File: src/rtl/pwm_pkg.sv
// Shared types for the pwm block family (pwm core and pwm_capture).
//   cap_state_e : capture FSM states
//   cnt_t       : default-width period/high counter type
//   CNT_MAX     : saturation value of a default-width counter
package pwm_pkg;

  localparam int CNT_W_DEF = 32;

  typedef logic [CNT_W_DEF-1:0] cnt_t;

  localparam cnt_t CNT_MAX = '1;

  typedef enum logic [1:0] {
    IDLE = 2'd0,
    HIGH = 2'd1,
    LOW  = 2'd2
  } cap_state_e;

endpackage

File: src/rtl/pwm_capture_ch.sv
// One PWM capture channel: synchroniser, optional glitch filter, edge
// detector and a period/high-time measurement FSM.
// Optional feature macro: PWM_CAPTURE_FILTER_EN (glitch filter after sync).
// Ports:
//   clk_i      : system clock
//   rst_i      : synchronous reset, active-high
//   in_i       : asynchronous pad read-back bit
//   enable_i   : capture enable; low forces IDLE and clears the counter
//   period_o   : last period, rising edge to rising edge, in clk_i cycles
//   high_o     : high time belonging to that period
//   valid_o    : one-cycle strobe when period_o/high_o are updated
//   overflow_o : sticky, counter saturated without a rising edge
module pwm_capture_ch
  import pwm_pkg::*;
#(
  parameter int CNT_W       = CNT_W_DEF,
  parameter int SYNC_STAGES = 2,
  parameter int FILTER_LEN  = 4
) (
  input  logic             clk_i,
  input  logic             rst_i,
  input  logic             in_i,
  input  logic             enable_i,
  output logic [CNT_W-1:0] period_o,
  output logic [CNT_W-1:0] high_o,
  output logic             valid_o,
  output logic             overflow_o
);

  if (SYNC_STAGES < 2 || FILTER_LEN < 1) begin : g_bad_param
    $error("pwm_capture_ch: SYNC_STAGES must be >= 2 and FILTER_LEN >= 1");
  end

  localparam logic [CNT_W-1:0] CNT_SAT = {CNT_W{1'b1}};
  localparam logic [CNT_W-1:0] CNT_ONE = {{(CNT_W-1){1'b0}}, 1'b1};

  // Saturating increment; the FSM checks for CNT_SAT separately to flag overflow.
  function automatic logic [CNT_W-1:0] sat_inc(input logic [CNT_W-1:0] v);
    return (v == CNT_SAT) ? v : v + CNT_ONE;
  endfunction

  // Stage p0: input synchroniser
  logic [SYNC_STAGES-1:0] sync_p0;
  logic                   lvl;

  always_ff @(posedge clk_i) begin
    if (rst_i) sync_p0 <= '0;
    else       sync_p0 <= {sync_p0[SYNC_STAGES-2:0], in_i};
  end

  // Stage p1: glitch filter (level follows only after FILTER_LEN stable cycles)
`ifdef PWM_CAPTURE_FILTER_EN
  localparam int STAB_W = (FILTER_LEN > 1) ? $clog2(FILTER_LEN) : 1;
  localparam logic [STAB_W-1:0] STAB_LAST = STAB_W'(FILTER_LEN - 1);
  localparam logic [STAB_W-1:0] STAB_ONE  = STAB_W'(1);

  logic [STAB_W-1:0] stab_p1;
  logic              filt_p1;

  always_ff @(posedge clk_i) begin
    if (rst_i) begin
      stab_p1 <= '0;
      filt_p1 <= 1'b0;
    end else if (sync_p0[SYNC_STAGES-1] == filt_p1) begin
      stab_p1 <= '0;
    end else if (stab_p1 == STAB_LAST) begin
      filt_p1 <= sync_p0[SYNC_STAGES-1];
      stab_p1 <= '0;
    end else begin
      stab_p1 <= stab_p1 + STAB_ONE;
    end
  end

  assign lvl = filt_p1;
`else
  assign lvl = sync_p0[SYNC_STAGES-1];
`endif

  // Stage p2: registered edge detection
  logic lvl_p2;
  logic rise_p2;
  logic fall_p2;

  always_ff @(posedge clk_i) begin
    if (rst_i) begin
      lvl_p2  <= 1'b0;
      rise_p2 <= 1'b0;
      fall_p2 <= 1'b0;
    end else begin
      lvl_p2  <= lvl;
      rise_p2 <= lvl & ~lvl_p2;
      fall_p2 <= ~lvl & lvl_p2;
    end
  end

  // Stage p3: measurement FSM and result registers
  cap_state_e       state_q, state_d;
  logic [CNT_W-1:0] cnt_q, cnt_d;
  logic [CNT_W-1:0] hold_q, hold_d;
  logic [CNT_W-1:0] period_d, high_d;
  logic             valid_d, overflow_d;

  always_comb begin
    state_d    = state_q;
    cnt_d      = cnt_q;
    hold_d     = hold_q;
    period_d   = period_o;
    high_d     = high_o;
    valid_d    = 1'b0;
    overflow_d = overflow_o;
    if (!enable_i) begin
      state_d = IDLE;
      cnt_d   = '0;
    end else begin
      case (state_q)
        IDLE: begin
          // First rising edge only arms the measurement.
          if (rise_p2) begin
            state_d = HIGH;
            cnt_d   = CNT_ONE;
          end
        end
        HIGH: begin
          // An edge takes priority over saturation in the same cycle.
          if (fall_p2) begin
            hold_d  = cnt_q;
            cnt_d   = sat_inc(cnt_q);
            state_d = LOW;
          end else if (cnt_q == CNT_SAT) begin
            overflow_d = 1'b1;
            cnt_d      = '0;
            state_d    = IDLE;
          end else begin
            cnt_d = sat_inc(cnt_q);
          end
        end
        LOW: begin
          if (rise_p2) begin
            period_d   = cnt_q;
            high_d     = hold_q;
            valid_d    = 1'b1;
            overflow_d = 1'b0;
            cnt_d      = CNT_ONE;
            state_d    = HIGH;
          end else if (cnt_q == CNT_SAT) begin
            overflow_d = 1'b1;
            cnt_d      = '0;
            state_d    = IDLE;
          end else begin
            cnt_d = sat_inc(cnt_q);
          end
        end
        default: begin
          state_d = IDLE;
          cnt_d   = '0;
        end
      endcase
    end
  end

  always_ff @(posedge clk_i) begin
    if (rst_i) begin
      state_q    <= IDLE;
      cnt_q      <= '0;
      hold_q     <= '0;
      period_o   <= '0;
      high_o     <= '0;
      valid_o    <= 1'b0;
      overflow_o <= 1'b0;
    end else begin
      state_q    <= state_d;
      cnt_q      <= cnt_d;
      hold_q     <= hold_d;
      period_o   <= period_d;
      high_o     <= high_d;
      valid_o    <= valid_d;
      overflow_o <= overflow_d;
    end
  end

endmodule

File: src/rtl/pwm_capture.sv
// Multi-channel PWM input capture: measures period and high time of each
// pad read-back waveform in clk_i cycles. One pwm_capture_ch per channel.
// Optional feature macro: PWM_CAPTURE_FILTER_EN (per-channel glitch filter).
// Ports:
//   clk_i      : system clock
//   rst_i      : synchronous reset, active-high
//   in_i       : asynchronous pad read-back bits, one per channel
//   enable_i   : per-channel capture enable
//   period_o   : per-channel last period
//   high_o     : per-channel high time of that period
//   valid_o    : per-channel one-cycle result strobe
//   overflow_o : per-channel sticky saturation flag
module pwm_capture
  import pwm_pkg::*;
#(
  parameter int NUM_CH      = 3,
  parameter int CNT_W       = CNT_W_DEF,
  parameter int SYNC_STAGES = 2,
  parameter int FILTER_LEN  = 4
) (
  input  logic                         clk_i,
  input  logic                         rst_i,
  input  logic [NUM_CH-1:0]            in_i,
  input  logic [NUM_CH-1:0]            enable_i,
  output logic [NUM_CH-1:0][CNT_W-1:0] period_o,
  output logic [NUM_CH-1:0][CNT_W-1:0] high_o,
  output logic [NUM_CH-1:0]            valid_o,
  output logic [NUM_CH-1:0]            overflow_o
);

  for (genvar g = 0; g < NUM_CH; g++) begin : g_ch
    pwm_capture_ch #(
      .CNT_W       (CNT_W),
      .SYNC_STAGES (SYNC_STAGES),
      .FILTER_LEN  (FILTER_LEN)
    ) u_ch (
      .clk_i      (clk_i),
      .rst_i      (rst_i),
      .in_i       (in_i[g]),
      .enable_i   (enable_i[g]),
      .period_o   (period_o[g]),
      .high_o     (high_o[g]),
      .valid_o    (valid_o[g]),
      .overflow_o (overflow_o[g])
    );
  end

endmodule

File: config.mk
export PLATFORM = sky130hd
export DESIGN_NAME = pwm_capture
export DESIGN_NICKNAME = d
export VERILOG_FILES = /design/src/rtl/pwm_pkg.sv /design/src/rtl/pwm_capture_ch.sv /design/src/rtl/pwm_capture.sv
export SDC_FILE = /design/constraint.sdc
export NUM_CORES = 1
export LEC_CHECK = 0
export BUFFER_PORTS_ARGS = -buffer_cell sky130_fd_sc_hd__buf_2
export CAP_MARGIN = 15
export CELL_PAD_IN_SITES_DETAIL_PLACEMENT = 0
export CELL_PAD_IN_SITES_GLOBAL_PLACEMENT = 1
export CORE_ASPECT_RATIO = 0.8
export CORE_UTILIZATION = 40
export DETAILED_ROUTE_END_ITERATION = 6
export PLACE_DENSITY_LB_ADDON = 0.1
export SETUP_SLACK_MARGIN = 0.3
export SYNTH_ARGS = -nofsm -noshare
export SYNTH_HDL_FRONTEND = slang
export SYNTH_HIERARCHICAL = 1
export SYNTH_SLANG_ARGS = --single-unit
File: constraint.sdc
create_clock -name clk_i -period 3.95 [get_ports clk_i]
set_input_delay 0 -clock clk_i [delete_from_list [all_inputs] [get_ports clk_i]]
set_output_delay 0 -clock clk_i [all_outputs]
set_load 0.005 [all_outputs]
# Word level (Yosys, flattened, before mapping)
# Index checks and enable logic that the tools add are counted.
# totals
output_inout_bits	198
elab_cells	144
input_bits	8
regBits	411
# op_classes
addsub	3
bitwise_logic	18
muxes	48
reduce_logical	24
eq_ne	18
# ops
cell	count
32-bit 2-to-1 mux	15
32-bit case mux with 3 select lines	3
32-bit by 1-bit adder with 32-bit output (second input constant)	3
32-bit equality test (second input constant)	3
3-bit AND reduction	9
2-bit 2-to-1 mux	12
2-bit case mux with 3 select lines	3
1-bit 2-to-1 mux	12
1-bit NOT	12
3-bit != test (second input constant)	3
3-bit OR reduction	3
1-bit bitwise AND	6
2-bit by 1-bit equality test with 1-bit output (second input constant)	3
2-bit equality test (second input constant)	3
2-bit logical NOT	3
2-bit by 1-bit != test with 1-bit output (second input constant)	3
2-bit != test (second input constant)	3
1-bit case mux with 2 select lines	3
2-bit AND reduction	3
2-bit nonzero test	3
2-bit OR reduction	3

# Depth between registers and ports, before layout
# Gate-level depths: netlist of the first run.
# logic_depth
ltp_word	4
depth_mapped	8
mapped_depth_nobuf	6

# By module
# Netlist of the first run, hierarchy kept.
# modules_own_cells
mod	instances	area_each_um2	seq_area_each_um2	cells_each
pwm_capture_ch (g_ch[0].u_ch ...)	2	5362.6	2742.6	671
pwm_capture_ch (g_ch[2].u_ch)	1	5376.4	2742.6	667

# Worst setup path before layout of the first run
# Ideal clock, no wire load.
# synth_timing
path_kind	reg-to-reg
startpoint	register g_ch[2].u_ch.cnt_q[10]
endpoint	register g_ch[2].u_ch.cnt_q[23]
synth_period_minus_slack_ps	2143
t_required_ps	3884
slack_ps	1807
arrival_time_ps	2077
setup_ps	66
path_buffers	2
stages_incl_launch_ff	8
path_cell_list	dfxtp_1 and3_1 clkbuf_4 nand4_4 or4_4 buf_6 or4_4 a21oi_2
# synth_via
elab_chain_len	4
word_cells_on_any_way	9
cone_classes	add/sub (1); eq/ne (2); mux (5); reduce/logical (1)
# synth_rtl
item	line_no	text
start, declared	pwm_capture_ch.sv:98	logic [CNT_W-1:0] cnt_q, cnt_d;
start signal, assigned	pwm_capture_ch.sv:172	cnt_q <= cnt_d;
32-bit by 1-bit adder with 32-bit output / 32-bit equality test (equally long branches)	pwm_capture_ch.sv:39, pwm_capture_ch.sv:129, pwm_capture_ch.sv:145	
32-bit 2-to-1 mux, on equally long branches	pwm_capture_ch.sv:129, pwm_capture_ch.sv:145, pwm_capture_ch.sv:39	
32-bit 2-to-1 mux, on equally long branches	pwm_capture_ch.sv:138, pwm_capture_ch.sv:125	
32-bit case mux with 3 select lines	pwm_capture_ch.sv:115	case (state_q)
# Parallel ways exist; a longest one is shown, timed or not. The select of a mux whose other input is x is not followed.
# A chain may end at the register's enable or synchronous reset.

# Worst setup path in the final report of the first run
# layout_timing
startpoint	register g_ch[0].u_ch.cnt_q[0]
endpoint	register g_ch[0].u_ch.cnt_q[14]
# layout_via
elab_chain_len	4
word_cells_on_any_way	9
cone_classes	add/sub (1); eq/ne (2); mux (5); reduce/logical (1)
# layout_rtl
item	line_no
start, declared	pwm_capture_ch.sv:98
start signal, assigned	pwm_capture_ch.sv:172
32-bit by 1-bit adder with 32-bit output / 32-bit equality test (equally long branches)	pwm_capture_ch.sv:39, pwm_capture_ch.sv:129, pwm_capture_ch.sv:145
32-bit 2-to-1 mux, on equally long branches	pwm_capture_ch.sv:129, pwm_capture_ch.sv:145, pwm_capture_ch.sv:39
32-bit 2-to-1 mux, on equally long branches	pwm_capture_ch.sv:138, pwm_capture_ch.sv:125
32-bit case mux with 3 select lines	pwm_capture_ch.sv:115
# Parallel ways exist; a longest one is shown, timed or not. The select of a mux whose other input is x is not followed.

==> flow_metrics.py, run 1 <==
metrics = {
    "clocking": {
        "cts.clk_slew.worst_paths_ns": 0.06,
        "tritoncts": "yes",
        "cts-root-buf": "clkbuf_16",
        "htree_levels": 2,
        "cts.sinks": 411,
        "cts_buffers": 44,
        "clk_latency_ns": 0.54,
        "max-clock-path-buffers": 3,
        "cts_setup_buffers": 0,
    },
    "detailed_routing": {
        "drt_pass1_iterations": 5,
        "via_per_inst": 5.25,
        "drt_iter0_markers": 825,
        "ant_nets": 0,
        "wl_per_cell_um": 15.9,
        "route.detailed.drc": 0,
        "wirelength_um": 43300,
        "vias": 14283,
    },
    "global_route": {
        "antenna_found_initial": 0,
        "grt_max_degree": 86,
        "grt_pass1_wl_um": 69300,
        "overflow": 0,
        "track_usage_pct": 20.6,
        "grt_pass1_vias": 13035,
    },
    "placed_design": {
        "routabilityCongestion": 0.841,
        "port_buffers": 205,
        "dp.cells": 2634,
        "placed_area_um2": 17400,
        "dp_hpwl_um": 28900,
    },
    "cells_and_area": {
        "layout.cells.non_filler": 2722,
        "drive_above_1_share_pct": 16.3,
        "nets": 2163,
        "fillers": 4008,
        "postLayoutCellArea_um2": 19000,
        "syn2layout_area_growth_pct": 18.0,
        "antenna_cells": 0,
    },
    "setup_path": {
        "arrival_ns": 3.20,
        "r2r_start": "g_ch[0].u_ch/cnt_q[0]",
        "reg2reg_depth": 7,
        "crit_cells": 7,
        "start_kind": "flop",
        "endpoint": "g_ch[0].u_ch/cnt_q[14]",
        "critPathSlowestCell": "o21ai_2",
        "critPathMaxStageDelay_ns": 0.60,
        "crit-reg2reg-capture": "g_ch[0].u_ch/cnt_q[14]",
        "crit_fanout": 20,
        "r2r_slack_ns": 1.18,
        "critPathRequiredTime_ns": 4.37,
        "crit_type": "flop to flop",
        "crit_path_cell_trace": "ha_1 -> nand4_2 -> nor3_2 -> nand4b_1 -> o21ai_2 -> buf_4 -> nor2_1",
        "startpoint": "g_ch[0].u_ch/cnt_q[0]",
        "worst_setup_path_end_kind": "flop",
        "cp.buffers_inverters": 1,
        "crit_family": "simple AND/OR/NAND/NOR gates",
    },
    "sta": {
        "finClkSkew_ns": 0.00984,
        "worstMarginPinSlew_ns": 1.03,
        "rsz0062_at_grt": "false",
        "max_freq_mhz": 360,
        "slew_violations": 0,
        "finalCritPeriodShare_pct": 70.2,
        "tns_ns": 0,
        "period_needed_ns": 2.77,
        "finalSetupViolations": 0,
        "slew_headroom_pct": 30.8,
        "hold_violations": 0,
    },
    "yosys": {
        "synth_nets": 2020,
        "async_flop_share_pct": 0,
        "synthDistinctLibCells": 62,
        "synth.top_cell.area_share_pct": 51.1,
        "ys_warn_count": 6,
        "synth.cell_area_um2": 16100,
        "syn_avg_cell_area_um2": 8.01,
        "ys_ff_latch": 411,
        "synthCells": 2009,
        "synth.area.top_cells": "dfxtp_1, nand2_1, a21oi_1, or3_1, clkbuf_1",
        "yosysTopAreaCell": "dfxtp_1",
        "ys_seq_area_share_pct": 51.1,
        "synth_top_flop_cell": "dfxtp_1",
        "synth_edf_count": 0,
    },
    "die": {
        "num_rows": 65,
        "io_pins": 206,
        "die_area_um2": 41100,
        "start_util_pct": 40.7,
        "die_x_um": 226,
        "coreArea_um2": 39500,
        "dieHeight_um": 181,
    },
    "worst_hold_path": {
        "hold_path.class": "primary input to flop",
    },
    "run": {
        "drv_cap": 0,
    },
    "power": {
        "vdd_drop_max_mv": 0.255,
        "powerDensity_nw_per_um2": 453,
        "p_leak_nw": 6.64,
    },
    "run_status": {
        "status": "finished, final reports clean",
    },
}
-- through the flow --
step	hold slack (ns)	power (mW)	setup WS (ns)	utilization (%)
final	0.278	8.60	1.18	48.1
after detailed placement	0.293	4.36	1.21	44.0
after CTS	0.262	8.73	1.20	48.0
after global placement	0.286	4.36	1.32	44.0
after floorplan	0.0791	4.33	1.81	-
after global routing	0.275	8.91	0.930	48.1
-- final cells by class --
type                    count  area [um^2]  share of cell area, %
clock buffers              66         1340                   7.03
clock inverters            14          201                   1.06
inverters                  14         52.6                  0.277
repair buffers            234         1270                   6.68
flip-flops and latches    411         8230                   43.3
well taps                 536          671                   3.53
multi-input cells        1447         7240                   38.1
-- repair_timing --
item,CTS,global route
gates resized for setup,0,0
hold endpoints to repair,94,0
hold buffers,7,0
-- power breakdown --
| group | internal [mW] | switching (mW) |
|---|---|---|
| logic | 0.0235 | 0.0913 |
| clock network | 2.66 | 1.67 |
| registers | 4.15 | 0.00539 |
| total | 6.83 | 1.77 |
-- layout by cell type (no fill, tap or decap), drive strengths merged, types with 16 or more instances in the layout --
master and count:
nand2 626, dfxtp 411, a21oi 384, buf 227, clkbuf 66, o21ai 64, or3 59, nand3 47
o31ai 31, or4 31, nor2 30, nand4 28, nor2b 18, and4 16
-- flip-flops by register name (all words and copies together), names as in the netlist --
register              cells
g_ch.u_ch/cnt_q          96
g_ch.u_ch/fall_p2         3
g_ch.u_ch/high_o         96
g_ch.u_ch/hold_q         96
g_ch.u_ch/lvl_p2          3
g_ch.u_ch/overflow_o      3
g_ch.u_ch/period_o       96
g_ch.u_ch/rise_p2         3
g_ch.u_ch/state_q         6
g_ch.u_ch/sync_p0         6
g_ch.u_ch/valid_o         3
-- layer usage --
metal  vias up  track usage (%)  wire length, um
met5         -                0                0
met4         0             5.22              782
met3        54             3.19             1630
met2       246             31.6            19000
met1      6800             30.1            21900
li1       7183                -                -
-- tightest hold or removal path, cell delays in order --
cell and delay [ns]:
dlygate4sd3_1 0.53, buf_2 0.13, nor2b_1 0.12
-- cell usage after synthesis (all sizes together) (3+ instances only) --
cell / number
a31oi: 3
ha: 3
clkbuf: 93
nor2: 30
and4: 16
or2: 8
or4: 31
nor3b: 4
nor2b: 18
nand4: 28
nand3: 47
xnor2: 3
nor4: 6
and2: 11
or3: 59
inv: 14
nand2: 626
nor3: 14
and3: 12
o41ai: 3
o211ai: 5
a21oi: 384
and3b: 3
dfxtp: 411
buf: 43
nand2b: 8
xor2: 5
o21ai: 64
o31ai: 31
-- cells by family (layout without fill, tap and decap cells) --
logic type | after synthesis | count (layout) | synth area share [%]
xor gates and xnor gates | 8 | 8 | 0.435
muxes | 2 | 2 | 0.124
AOI/OAI and AO/OA | 509 | 509 | 17.1
adders and majority gates | 3 | 3 | 0.233
and+or+nand+nor | 925 | 925 | 26.8
buffers and inverters | 151 | 328 | 4.14
DFF | 411 | 411 | 51.1
-- worst min-delay path by stage --
stage / start / end / slack, ns / cells past startpoint
after detailed placement: in_i[1] / g_ch[1].u_ch/sync_p0[0] / 0.29 / 2
after CTS: in_i[2] / g_ch[2].u_ch/sync_p0[0] / 0.26 / 3
after global placement: in_i[1] / g_ch[1].u_ch/sync_p0[0] / 0.29 / 2
after floorplan: rst_i / g_ch[0].u_ch/lvl_p2 / 0.08 / 1
final: in_i[1] / g_ch[1].u_ch/sync_p0[0] / 0.28 / 3
after global routing: in_i[2] / g_ch[2].u_ch/sync_p0[0] / 0.28 / 3
Power figures use the tool's default switching activity.
==> run 2: changes to the inputs <==
==> constraint.sdc (replaced) <==
create_clock -name clk_i -period 2.7 [get_ports clk_i]
set_input_delay 0 -clock clk_i [delete_from_list [all_inputs] [get_ports clk_i]]
set_output_delay 0 -clock clk_i [all_outputs]
set_load 0.005 [all_outputs]
==> run 2 against run 1 <==
Compared with the run above:
- fmax grew 21%
- die area is the same
- via count grew 1.7%
- first-iteration DRC count grew 2.5%
- global-route usage grew 0.43 points
- power grew 39%
- critical path depth is the same
- critical endpoint is now g_ch[2].u_ch/cnt_q[17]
- largest cell class unchanged
- largest power group is now sequential cells
==> flow_metrics.py, run 2 (synthesized netlist as in run 1, its figures left out) <==
metrics = {
    "detailed_routing": {
        "wirelength_um": 44000,
        "ant_nets": 0,
        "vias": 14523,
        "drt_pass1_iterations": 5,
        "route.detailed.drc": 0,
        "wl_per_cell_um": 16.0,
        "via_per_inst": 5.27,
        "drt_iter0_markers": 846,
    },
    "global_route": {
        "overflow": 0,
        "grt_pass1_wl_um": 70900,
        "antenna_found_initial": 0,
        "grt_pass1_vias": 13400,
        "grtUsageMet2_pct": 33.1,
        "grtUsageMet1_pct": 30.2,
        "gr-usage-met3_pct": 3.41,
        "track_usage_pct": 21.1,
        "top_usage_layer": "met2",
        "grt_max_degree": 98,
    },
    "clocking": {
        "max-clock-path-buffers": 3,
        "htree_levels": 2,
        "clk_latency_ns": 0.55,
        "cts.clk_slew.worst_paths_ns": 0.06,
        "tritoncts": "yes",
        "cts-root-buf": "clkbuf_16",
        "cts_buffers": 43,
        "cts.sinks": 411,
    },
    "sta": {
        "hold_violations": 0,
        "finalSetupViolations": 0,
        "setup_slack_ns": 0.406,
        "slew_violations": 0,
        "finClkSkew_ns": 0.0227,
        "worstMarginPinSlew_ns": 0.780,
        "period_needed_ns": 2.29,
        "max_freq_mhz": 436,
        "finalCritPeriodShare_pct": 85.0,
        "tns_ns": 0,
        "slew_headroom_pct": 47.6,
        "rsz0062_at_grt": "false",
    },
    "die": {
        "num_rows": 65,
        "start_util_pct": 40.7,
        "die_area_um2": 41100,
        "coreArea_um2": 39500,
        "die_x_um": 226,
        "io_pins": 206,
        "dieHeight_um": 181,
    },
    "cells_and_area": {
        "antenna_cells": 0,
        "fillers": 4024,
        "syn2layout_area_growth_pct": 19.8,
        "mostFrequentLayoutCells": "nand2_1, dfxtp_1, a21oi_1",
        "final_common_cell": "nand2_1",
        "drive_above_1_share_pct": 18.0,
        "nets": 2204,
    },
    "setup_path": {
        "crit_type": "flop to flop",
        "critPathRequiredTime_ns": 3.12,
        "worst_setup_path_end_kind": "flop",
        "arrival_ns": 2.72,
        "crit_fanout": 15,
        "start_kind": "flop",
    },
    "placed_design": {
        "dp_hpwl_um": 29600,
        "port_buffers": 205,
        "routabilityCongestion": 0.872,
        "dp_slack_ns": 0.308,
    },
    "run": {
        "drv_cap": 0,
    },
    "power": {
        "vdd_drop_max_mv": 0.383,
        "powerDensity_nw_per_um2": 622,
        "p_leak_nw": 6.80,
    },
    "worst_hold_path": {
        "hold_path.class": "primary input to flop",
    },
    "run_status": {
        "status": "finished, final reports clean",
    },
}
[run 2: cell types whose count changed in the layout (fill, tap and decap cells not counted), sizes merged]
cell | before | now
buf | 227 | 267
clkinvlp | 1 | 2
clkbuf | 66 | 68
dlygate4sd3 | 7 | 8
clkinv | 8 | 4
bufinv | 5 | 0
[run 2: worst paths after layout]
| path | end | startpoint | cells past startpoint | slack (ns) |
|---|---|---|---|---|
| setup / recovery | g_ch[2].u_ch/cnt_q[17] | g_ch[2].u_ch/cnt_q[1] | 7 | 0.41 |
| hold / removal | g_ch[1].u_ch/sync_p0[0] | in_i[1] | 3 | 0.27 |
| setup reg to reg | g_ch[2].u_ch/cnt_q[17] | g_ch[2].u_ch/cnt_q[1] | 7 | 0.41 |
| hold reg to reg | g_ch[1].u_ch/rise_p2 | g_ch[1].u_ch/lvl_p2 | 1 | 0.40 |
[run 2: through the flow]
| stage | hold slack, ns | cells | area, um^2 | utilization, % | power (mW) |
|---|---|---|---|---|---|
| final | 0.273 | 2757 | 19300 | 48.8 | 12.0 |
| after detailed placement | 0.296 | 2666 | 17700 | 44.8 | 6.39 |
| after CTS | 0.266 | 2749 | 19200 | 48.5 | 12.2 |
| after global routing | 0.280 | 2757 | 19300 | 48.8 | 12.5 |
| after floorplan | 0.0791 | 2009 | 16100 | - | 6.33 |
| after global placement | 0.288 | 2666 | 17700 | 44.8 | 6.39 |
[run 2: cell type report]
class                   instances  area, um^2  share of cell area (%)
well taps                     536         671                    3.48
repair buffers                276        1690                    8.78
flip-flops and latches        411        8240                    42.7
inverters                      14        52.6                   0.272
multi-input cells            1447        7280                    37.8
clock inverters                 6        35.0                   0.182
clock buffers                  67        1320                    6.84
[run 2: critical path: stages (launching register included)]
cell,delay [ns]
dfxtp_1,0.43
ha_2,0.26
and4_1,0.25
nand3_1,0.14
or3_2,0.57
a31oi_4,0.26
clkbuf_16,0.23
a21oi_1,0.05
[run 2: per-layer routing]
metal | wire length, um | vias to the layer above
met2 | 19700 | 288
met5 | 0 | -
met1 | 21700 | 6943
li1 | - | 7241
met3 | 1940 | 51
met4 | 601 | 0
[run 2: what timing repair did]
item,4_1_cts,5_1_grt
buffers inserted,2,7
gates cloned,0,1
setup endpoints to repair,4,71
gates resized for setup,0,16
hold buffers,8,0
pin swaps,1,6
hold endpoints to repair,87,0
[run 2: where the power goes]
part	internal, mW	total [mW]	switching (mW)
logic	0.0526	0.192	0.140
clock network	3.34	5.72	2.38
registers	6.07	6.08	0.00750
total	9.46	12.0	2.53
==> run 3: changes to the inputs <==
--- a/config.mk
+++ b/config.mk
@@ -5,12 +5,13 @@
 export SDC_FILE = /design/constraint.sdc
 export NUM_CORES = 1
 export LEC_CHECK = 0
+export ABC_AREA = 1
 export BUFFER_PORTS_ARGS = -buffer_cell sky130_fd_sc_hd__buf_2
 export CAP_MARGIN = 15
 export CELL_PAD_IN_SITES_DETAIL_PLACEMENT = 0
 export CELL_PAD_IN_SITES_GLOBAL_PLACEMENT = 1
 export CORE_ASPECT_RATIO = 0.8
-export CORE_UTILIZATION = 40
+export CORE_UTILIZATION = 38
 export DETAILED_ROUTE_END_ITERATION = 6
 export PLACE_DENSITY_LB_ADDON = 0.1
 export SETUP_SLACK_MARGIN = 0.3
==> constraint.sdc (replaced) <==
create_clock -name clk_i -period 1.94 [get_ports clk_i]
set_input_delay 0 -clock clk_i [delete_from_list [all_inputs] [get_ports clk_i]]
set_output_delay 0 -clock clk_i [all_outputs]
set_load 0.005 [all_outputs]
==> run 3 against run 2 <==
Compared with the run above:
- hold slack got worse by 0.19 ns
- register-to-register slack got worse by 0.28 ns
- power rose by 48%
- final area rose by 25%
- sequential share of layout area fell by 8.1 points
- utilization rose by 6.6 points
- area after synthesis rose by 4.8%
- clock skew fell by 0.0014 ns
- wire length rose by 35%
- largest cell class is now multi-input combinational cells
==> flow_metrics.py, run 3 <==
metrics = {
    "cells_and_area": {
        "syn2layout_area_growth_pct": 42.8,
        "layout.cells.non_filler": 3280,
        "final_common_cell": "dfxtp_1",
        "antenna_cells": 0,
        "postLayoutCellArea_um2": 24100,
        "drive_above_1_share_pct": 35.2,
        "mostFrequentLayoutCells": "dfxtp_1, nand2_1, nor2_1",
        "nets": 2663,
    },
    "placed_design": {
        "dp.cells": 3060,
        "placed_area_um2": 19300,
        "routabilityCongestion": 0.882,
        "port_buffers": 205,
        "dp_hpwl_um": 38900,
    },
    "yosys": {
        "synthDistinctLibCells": 37,
        "synth_most_common_cell": "dfxtp_1",
        "synthCells": 2243,
        "ys_ff_latch": 411,
        "async_flop_share_pct": 0,
        "synth_nets": 2254,
        "synth_edf_count": 0,
        "yosys-top-cells-count": "dfxtp_1, nand2_1, nor2_1",
        "ys_warn_count": 6,
        "syn_avg_cell_area_um2": 7.52,
        "synth.top_cell.area_share_pct": 48.8,
        "synth.area.top_cells": "dfxtp_1, nand2_1, o21ai_0, nor2_1, nand3_1",
        "yosysTopAreaCell": "dfxtp_1",
        "ys_seq_area_share_pct": 48.8,
        "synth_top_flop_cell": "dfxtp_1",
        "synth.cell_area_um2": 16900,
    },
    "setup_path": {
        "crit_fanout": 6,
        "crit_type": "flop to flop",
        "crit_path_cell_trace": "ha_4 -> nand2_4 -> nor2_4 -> nand3_2 -> nor2_4 -> nand2_2 -> o21ai_4 -> nand3_4 -> nand2_8 -> buf_12 -> nor2_4",
        "reg2reg_depth": 11,
        "r2r_slack_ns": 0.13,
        "crit_top_cell": "nor2_4",
        "worst_setup_path_end_kind": "flop",
        "cp.buffers_inverters": 1,
        "start_kind": "flop",
        "arrival_ns": 2.25,
        "crit_family": "simple AND/OR/NAND/NOR gates",
        "r2r_start": "g_ch[1].u_ch/cnt_q[0]",
        "critPathSlowestCell": "dfxtp_4",
        "critPathRequiredTime_ns": 2.38,
        "crit-reg2reg-capture": "g_ch[1].u_ch/cnt_q[5]",
        "critPathMaxStageDelay_ns": 0.37,
    },
    "worst_hold_path": {
        "hold_start": "enable_i[2]",
        "hold_path.class": "primary input to flop",
        "holdPathStages": 5,
        "worstHoldEndpoint": "g_ch[2].u_ch/cnt_q[22]",
    },
    "global_route": {
        "track_usage_pct": 24.0,
        "overflow": 0,
        "grt_pass1_wl_um": 86200,
        "grt_pass1_vias": 15467,
        "grt_max_degree": 98,
        "antenna_found_initial": 0,
    },
    "detailed_routing": {
        "wl_per_cell_um": 18.1,
        "route.detailed.drc": 0,
        "vias": 16692,
        "via_per_inst": 5.09,
        "drt_pass1_iterations": 7,
        "drt_iter0_markers": 1074,
        "wirelength_um": 59300,
        "ant_nets": 0,
    },
    "die": {
        "die_area_um2": 45200,
        "die_x_um": 238,
        "num_rows": 68,
        "io_pins": 206,
        "coreArea_um2": 43500,
        "dieHeight_um": 190,
        "start_util_pct": 38.8,
    },
    "sta": {
        "worstMarginPinSlew_ns": 0.482,
        "rsz0062_at_grt": "true",
        "hold_violations": 0,
        "period_needed_ns": 1.81,
        "finalCritPeriodShare_pct": 93.5,
        "slew_headroom_pct": 67.9,
        "hold_slack_ns": 0.0868,
        "finClkSkew_ns": 0.0213,
        "slew_violations": 0,
        "max_freq_mhz": 551,
        "finalSetupViolations": 0,
    },
    "run_status": {
        "status": "finished, final reports clean",
    },
    "clocking": {
        "htree_levels": 2,
        "tritoncts": "yes",
        "cts.clk_slew.worst_paths_ns": 0.06,
        "cts-root-buf": "clkbuf_16",
        "cts_buffers": 44,
        "max-clock-path-buffers": 3,
        "cts.sinks": 411,
        "clk_latency_ns": 0.56,
    },
    "power": {
        "powerDensity_nw_per_um2": 739,
        "vdd_drop_max_mv": 0.636,
        "p_leak_nw": 10.2,
    },
    "run": {
        "drv_cap": 0,
    },
}
[run 3: area by class of cell]
cell class	count	area, um^2
Clock buffer	66	1310
Inverter	216	873
Timing Repair inverter	2	11.3
Tap cell	595	744
Fill cell	4050	19400
Multi-Input combinational cell	1512	8780
Timing Repair Buffer	465	3840
Clock inverter	13	209
Sequential cell	411	8320
[run 3: through the flow]
stage	total power, mW	util, %	setup WS [ns]	setup TNS (ns)
floorplan	8.88	-	0.181	0
global placement	9.02	44.5	0.00655	0
detailed placement	9.02	44.5	-0.000338	-0.000338
CTS	17.9	51.0	0.182	0
global route	18.3	55.4	0.0540	0
finish	17.8	55.4	0.126	0
[run 3: worst max path at each step]
stage,start,end,slack (ns),depth (start not counted)
6_report,g_ch[1].u_ch/cnt_q[0],g_ch[1].u_ch/cnt_q[5],0.13,11
5_1_grt,g_ch[1].u_ch/cnt_q[0],g_ch[1].u_ch/cnt_q[5],0.05,11
4_1_cts,g_ch[1].u_ch/cnt_q[0],g_ch[1].u_ch/cnt_q[1],0.18,11
3_5_place_dp,g_ch[1].u_ch/cnt_q[5],g_ch[1].u_ch/cnt_q[8],-0.0003,10
3_3_place_gp,g_ch[1].u_ch/cnt_q[4],g_ch[1].u_ch/cnt_q[14],0.007,10
2_1_floorplan,g_ch[0].u_ch/cnt_q[1],g_ch[0].u_ch/cnt_q[1],0.18,11
[run 3: worst min-delay path, delay by kind of cell]
family	cells	cell delay, ns
buffers and inverters	3	0.35
AND/OR/NAND/NOR	2	0.24
[run 3: kinds of logic after synthesis]
group / Yosys count / share of synthesized area [%]
AND/OR/NAND/NOR: 1005 / 27.5
XOR/XNOR: 27 / 1.40
buffers and inverters: 321 / 7.62
AO/OA/AOI/OAI: 476 / 14.4
adder cells (fa/ha/maj): 3 / 0.223
flip-flops: 411 / 48.8
[run 3: layer usage]
metal  wire (um)  vias to the layer above  GRT usage [%]
met1       27600                     7990           34.1
met3        3110                       71           3.17
li1            -                     8183              -
met5           0                        -              0
met4        1040                        0           5.48
met2       27500                      448           38.7
[run 3: power breakdown]
group | leakage [nW] | total [mW] | internal [mW] | switching (mW)
registers | 3.34 | 8.45 | 8.44 | 0.00972
logic | 6.16 | 0.518 | 0.185 | 0.333
clock network | 0.744 | 8.82 | 5.32 | 3.49
[run 3: what timing repair did]
item,CTS,global route
setup endpoints to repair,223,346
resized for setup,186,358
buffers inserted,58,47
hold buffers,9,0
pin swaps,74,76
endpoints found under the hold margin,14,0
gates cloned,3,23
